$ cat src/rtl/vinstru_seq.sv
// Instrument power-up / capture sequencer: settle, reset pulse, gap, run pulse, wait for done, repeat.
// Latency: vi_enable one cycle after an accepted start; vi_done counted two cycles after it rises.
// Backpressure: none; start is a single-cycle request, ignored while busy; abort wins over everything.
//
// Ports:
//   clk, resetn            clock and asynchronous active-low reset
//   start, abort           begin a sequence (IDLE only) / stop it immediately
//   num_captures, holdoff,
//   timeout                sequence settings, latched on an accepted start
//   vi_enable, vi_reset,
//   vi_run, vi_done        instrument control (registered) and completion level
//   busy, capture_count,
//   irq, err_timeout,
//   aborted                status: in-progress, captures done, done/error pulse, sticky flags
module vinstru_seq #(
  parameter int SETTLE_CYCLES = 1000,
  parameter int RST_CYCLES    = 10,
  parameter int GAP_CYCLES    = 10,
  parameter int RUN_CYCLES    = 100
) (
  input  logic        clk,
  input  logic        resetn,
  input  logic        start,
  input  logic        abort,
  input  logic [15:0] num_captures,
  input  logic [15:0] holdoff,
  input  logic [31:0] timeout,
  output logic        vi_enable,
  output logic        vi_reset,
  output logic        vi_run,
  input  logic        vi_done,
  output logic        busy,
  output logic [15:0] capture_count,
  output logic        irq,
  output logic        err_timeout,
  output logic        aborted
);

  typedef enum logic [2:0] {
    S_IDLE,
    S_SETTLE,
    S_RST,
    S_GAP,
    S_RUN,
    S_WAIT_DONE,
    S_HOLDOFF,
    S_FINISH
  } state_t;

  // Counter load values: a phase of N cycles loads N-1 and leaves when it reads 0.
  localparam logic [31:0] SETTLE_LD = 32'(SETTLE_CYCLES - 1);
  localparam logic [31:0] RST_LD    = 32'(RST_CYCLES - 1);
  localparam logic [31:0] GAP_LD    = 32'(GAP_CYCLES - 1);
  localparam logic [31:0] RUN_LD    = 32'(RUN_CYCLES - 1);

  state_t      state_q, state_d;
  logic [31:0] cnt_q, cnt_d;
  logic [15:0] num_q, num_d;
  logic [15:0] holdoff_q, holdoff_d;
  logic [31:0] timeout_q, timeout_d;
  logic [15:0] cap_q, cap_d;
  logic        done_q, done_d;
  logic        done_prev_q, done_prev_d;
  logic        vi_enable_q, vi_enable_d;
  logic        vi_reset_q, vi_reset_d;
  logic        vi_run_q, vi_run_d;
  logic        irq_q, irq_d;
  logic        err_q, err_d;
  logic        aborted_q, aborted_d;

  logic        done_evt;
  logic        cnt_zero;
  logic [16:0] cap_inc;
  logic        cap_hit;

  // Completion is a rising edge of the registered vi_done, so a level that
  // was already high before WAIT_DONE never produces an event.
  assign done_evt = done_q & ~done_prev_q;
  assign cnt_zero = (cnt_q == 32'd0);
  // One extra bit so a count of 65535 compares cleanly without wrapping.
  assign cap_inc  = {1'b0, cap_q} + 17'd1;
  assign cap_hit  = (cap_inc == {1'b0, num_q});

  always_comb begin
    state_d     = state_q;
    cnt_d       = cnt_q;
    num_d       = num_q;
    holdoff_d   = holdoff_q;
    timeout_d   = timeout_q;
    cap_d       = cap_q;
    err_d       = err_q;
    aborted_d   = aborted_q;
    irq_d       = 1'b0;
    done_d      = vi_done;
    done_prev_d = done_q;

    unique case (state_q)
      S_IDLE: begin
        if (start && (num_captures != 16'd0)) begin
          num_d     = num_captures;
          holdoff_d = holdoff;
          timeout_d = timeout;
          cap_d     = 16'd0;
          err_d     = 1'b0;
          aborted_d = 1'b0;
          state_d   = S_SETTLE;
          cnt_d     = SETTLE_LD;
        end
      end
      S_SETTLE: begin
        if (cnt_zero) begin
          state_d = S_RST;
          cnt_d   = RST_LD;
        end else begin
          cnt_d = cnt_q - 32'd1;
        end
      end
      S_RST: begin
        if (cnt_zero) begin
          state_d = S_GAP;
          cnt_d   = GAP_LD;
        end else begin
          cnt_d = cnt_q - 32'd1;
        end
      end
      S_GAP: begin
        if (cnt_zero) begin
          state_d = S_RUN;
          cnt_d   = RUN_LD;
        end else begin
          cnt_d = cnt_q - 32'd1;
        end
      end
      S_RUN: begin
        if (cnt_zero) begin
          state_d = S_WAIT_DONE;
          // Value is only consulted when the timeout is non-zero.
          cnt_d   = timeout_q - 32'd1;
        end else begin
          cnt_d = cnt_q - 32'd1;
        end
      end
      S_WAIT_DONE: begin
        if (done_evt) begin
          cap_d = cap_inc[15:0];
          if (cap_hit) begin
            state_d = S_FINISH;
          end else if (holdoff_q == 16'd0) begin
            state_d = S_RST;
            cnt_d   = RST_LD;
          end else begin
            state_d = S_HOLDOFF;
            cnt_d   = {16'd0, holdoff_q} - 32'd1;
          end
        end else if ((timeout_q != 32'd0) && cnt_zero) begin
          err_d   = 1'b1;
          irq_d   = 1'b1;
          state_d = S_IDLE;
        end else begin
          cnt_d = cnt_q - 32'd1;
        end
      end
      S_HOLDOFF: begin
        if (cnt_zero) begin
          state_d = S_RST;
          cnt_d   = RST_LD;
        end else begin
          cnt_d = cnt_q - 32'd1;
        end
      end
      S_FINISH: begin
        state_d = S_IDLE;
      end
      default: begin
        state_d = S_IDLE;
      end
    endcase

    // Abort overrides whatever the phase logic decided, including a
    // completion or timeout landing on the same edge.
    if (abort && (state_q != S_IDLE)) begin
      state_d   = S_IDLE;
      cnt_d     = 32'd0;
      cap_d     = cap_q;
      err_d     = err_q;
      irq_d     = 1'b0;
      aborted_d = 1'b1;
    end

    if (state_d == S_FINISH) begin
      irq_d = 1'b1;
    end

    // Instrument controls are registered copies of the next state.
    vi_enable_d = (state_d != S_IDLE);
    vi_reset_d  = (state_d == S_RST);
    vi_run_d    = (state_d == S_RUN);
  end

  always_ff @(posedge clk or negedge resetn) begin
    if (!resetn) begin
      state_q     <= S_IDLE;
      cnt_q       <= 32'd0;
      num_q       <= 16'd0;
      holdoff_q   <= 16'd0;
      timeout_q   <= 32'd0;
      cap_q       <= 16'd0;
      done_q      <= 1'b0;
      done_prev_q <= 1'b0;
      vi_enable_q <= 1'b0;
      vi_reset_q  <= 1'b0;
      vi_run_q    <= 1'b0;
      irq_q       <= 1'b0;
      err_q       <= 1'b0;
      aborted_q   <= 1'b0;
    end else begin
      state_q     <= state_d;
      cnt_q       <= cnt_d;
      num_q       <= num_d;
      holdoff_q   <= holdoff_d;
      timeout_q   <= timeout_d;
      cap_q       <= cap_d;
      done_q      <= done_d;
      done_prev_q <= done_prev_d;
      vi_enable_q <= vi_enable_d;
      vi_reset_q  <= vi_reset_d;
      vi_run_q    <= vi_run_d;
      irq_q       <= irq_d;
      err_q       <= err_d;
      aborted_q   <= aborted_d;
    end
  end

  assign vi_enable     = vi_enable_q;
  assign vi_reset      = vi_reset_q;
  assign vi_run        = vi_run_q;
  assign busy          = (state_q != S_IDLE);
  assign capture_count = cap_q;
  assign irq           = irq_q;
  assign err_timeout   = err_q;
  assign aborted       = aborted_q;

endmodule

$ cat config.mk
export PLATFORM = sky130hd
export DESIGN_NAME = vinstru_seq
export DESIGN_NICKNAME = d
export VERILOG_FILES = /design/src/rtl/vinstru_seq.sv
export SDC_FILE = /design/constraint.sdc
export NUM_CORES = 1
export LEC_CHECK = 0
export CAP_MARGIN = 20
export CELL_PAD_IN_SITES_DETAIL_PLACEMENT = 0
export CELL_PAD_IN_SITES_GLOBAL_PLACEMENT = 1
export CORE_MARGIN = 1
export CORE_UTILIZATION = 47
export DETAILED_ROUTE_END_ITERATION = 10
export PLACE_DENSITY_LB_ADDON = 0.1
export SETUP_SLACK_MARGIN = 0.4
export SYNTH_ARGS = -nofsm -noshare
export SYNTH_HDL_FRONTEND = slang
export SYNTH_SLANG_ARGS = --single-unit
$ cat constraint.sdc
create_clock -name clk -period 5.75 [get_ports clk]
set_input_delay 1.15 -clock clk [delete_from_list [all_inputs] [get_ports clk]]
set_output_delay 1.15 -clock clk [all_outputs]
set_load 0.01 [all_outputs]
==> qor.csv <==
metric;value;unit
rsz0062_at_grt;no;
min_path_type;flip-flop to flip-flop;
leakage;3.52;nW
hold_viol_final;0;
min_period;3.97;ns
core;0.0161;mm2
final-max-slew-violation-count;0;
start_util;48.7;%
dieArea;0.0172;mm2
first_pass_iters;5;
critical_path_class;flip-flop to flip-flop;
antenna_left;0;
io_buffers;91;
hpwl;16.6;mm
mostFrequentLayoutCells;123 x dfrtp_1, 90 x clkdlybuf4s50_1, 66 x mux2_2;
crit_chain;ha_1 -> and4_1 -> a21boi_0 -> or4b_2 -> a32oi_1 -> nand4_1 -> o21a_2 -> a32o_1;
viasPerCell;6.25;
drc;0;
nets;977;
die_y;131;um
vdd_drop_max;0.000248;V
ys_types;75;
drive_gt1_share;14.9;%
max_slew_margin;30.9;%
synth_edf_count;0;
cts_buffers;17;
avgRoutedWirePerCell;20.1;um
avgSynthCellArea;9.41;um2
grt_pass1_wl;36.0;mm
p_per_area;315;mW/mm2
post_cts_resized;0;
rows;46;
seqCellArea;0.00308;mm2
yosys_warnings;0;
cts_setup_buffers;0;
cp.arrival;4.28;ns
period_share;69.0;%
synth-seq-cells;123;
fill_cells;1396;
p_total;2.99;mW
grt_use_total;27.8;%
clk_latency;0.43;ns
slowest_stage;o21a_2;
grt_pass1_vias;6663;
tightestPinTransition;1.03;ns
startpoint_type;flip-flop;
num_vias;7081;
seq_area_frac_synth;39.4;%
synth_nets;904;
htree_num_levels;4;
final-setup-viol-count;0;
status;completed;
die_x;131;um
drtIter0Drc;719;
synth_cells;831;
wl;22.8;mm
max_freq;252;MHz
insertedDiodeCount;0;
overflow;0;
grt_max_degree;65;
ctsLongestPathBuffers;2;
num_io_pins;92;
cp-end-kind;flip-flop;
ys.flop_type;dfrtp_1;
finalSetupTns;0;ns
root_buffer;clkbuf_16;
worst-path-max-fanout;32;
cpPeakStageDelay;0.67;ns
cp.required;6.06;ns
fin_worst_skew;0.0125;ns
syn_area;0.00782;mm2
antenna_found_initial;0;
postCtsHoldBufs;0;
cap_violations;0;
routabilityCongestion;0.892;
path_clk_slew;0.06;ns
mostFrequentLayoutCell;dfrtp_1;
multi_input_area;0.00441;mm2
area_delta_synth_final;21.1;%
clock_sinks;123;
cts_tree;yes;
synthArstFlopShare;100;%
final_util;59.0;%
[stage by stage]
step	cell area (um2)	setup WS, ns	hold slack [ns]	std cells
after floorplan	7820	2.80	0.368	831
after global placement	8850	1.72	0.385	1100
after detailed placement	8850	1.55	0.398	1100
after CTS	9470	1.85	0.413	1132
after global routing	9470	1.56	0.418	1133
final	9470	1.78	0.405	1133
[layout make-up]
class | count | share of cell area (%)
clock buffer | 21 | 4.97
clock inverter | 11 | 1.51
inverter | 39 | 1.55
multi-input combinational | 626 | 46.6
sequential | 123 | 32.5
tap | 216 | 2.85
timing repair buffer | 97 | 10.0
[cells in the mapped netlist (10+ instances only)]
master	count	share of area [%]
nand2_1	59	2.8
xor2_1	27	3.0
nor3_1	26	1.7
nand3_1	36	2.3
or4_1	15	1.4
or3_1	19	1.5
o21ai_0	45	2.9
mux2_2	66	9.5
nor4_1	23	1.8
o211ai_1	19	1.8
inv_1	38	1.8
nand4_1	23	1.8
o22ai_1	10	0.80
a32oi_1	11	1.2
nor2_1	55	2.6
a21oi_1	25	1.6
clkbuf_1	25	1.2
xnor2_1	31	3.5
dfrtp_1	123	39
[kinds of logic after synthesis]
family / count (synthesis) / synth area share [%]
simple gates: 307 / 22.2
buf+inv: 82 / 4.23
mux: 67 / 9.64
xor+xnor: 58 / 6.50
fa+ha+maj: 4 / 0.640
flops: 123 / 39.4
compound gates: 190 / 17.5
[power by group]
group          leakage (nW)  internal (mW)  switching, mW
Combinational          1.69          0.330          0.351
Sequential             1.54           1.01          0.180
Clock                 0.287          0.712          0.405
[worst paths after layout]
kind,start,end,slack [ns],depth (start not counted)
worst max-delay path,capture_count[0],cnt_q[2],1.78,8
max in group asynchronous,resetn,cnt_q[10],3.65,2
worst min register to register,done_prev_d,done_prev_q,0.40,0
min in group asynchronous,resetn,capture_count[8],0.81,1
worst max register to register,capture_count[0],cnt_q[2],1.78,8
worst min-delay path,done_prev_d,done_prev_q,0.40,0
[worst max-delay path, delay by kind of cell (launching register included)]
kind,cells,cell delay [ns]
AND/OR/NAND/NOR,3,1.52
AO/OA/AOI/OAI,4,1.46
flip-flops,1,0.48
adder cells (fa/ha/maj),1,0.36
[layer usage]
layer	routed length, um	track usage (%)	part of all wire (%)
met4	556	9.94	2.4
met1	10300	37.8	45
met2	10800	43.7	47
met5	0	0	0
met3	1200	6.03	5.2
[sequential cells by signal (all words and copies together), names as in the netlist]
register       count
aborted            1
capture_count     16
cnt_q             32
done_prev_d        1
done_prev_q        1
err_timeout        1
holdoff_q         16
irq                1
num_q             16
state_q            3
timeout_q         32
vi_enable          1
vi_reset           1
vi_run             1
Power figures use the tool's default switching activity.
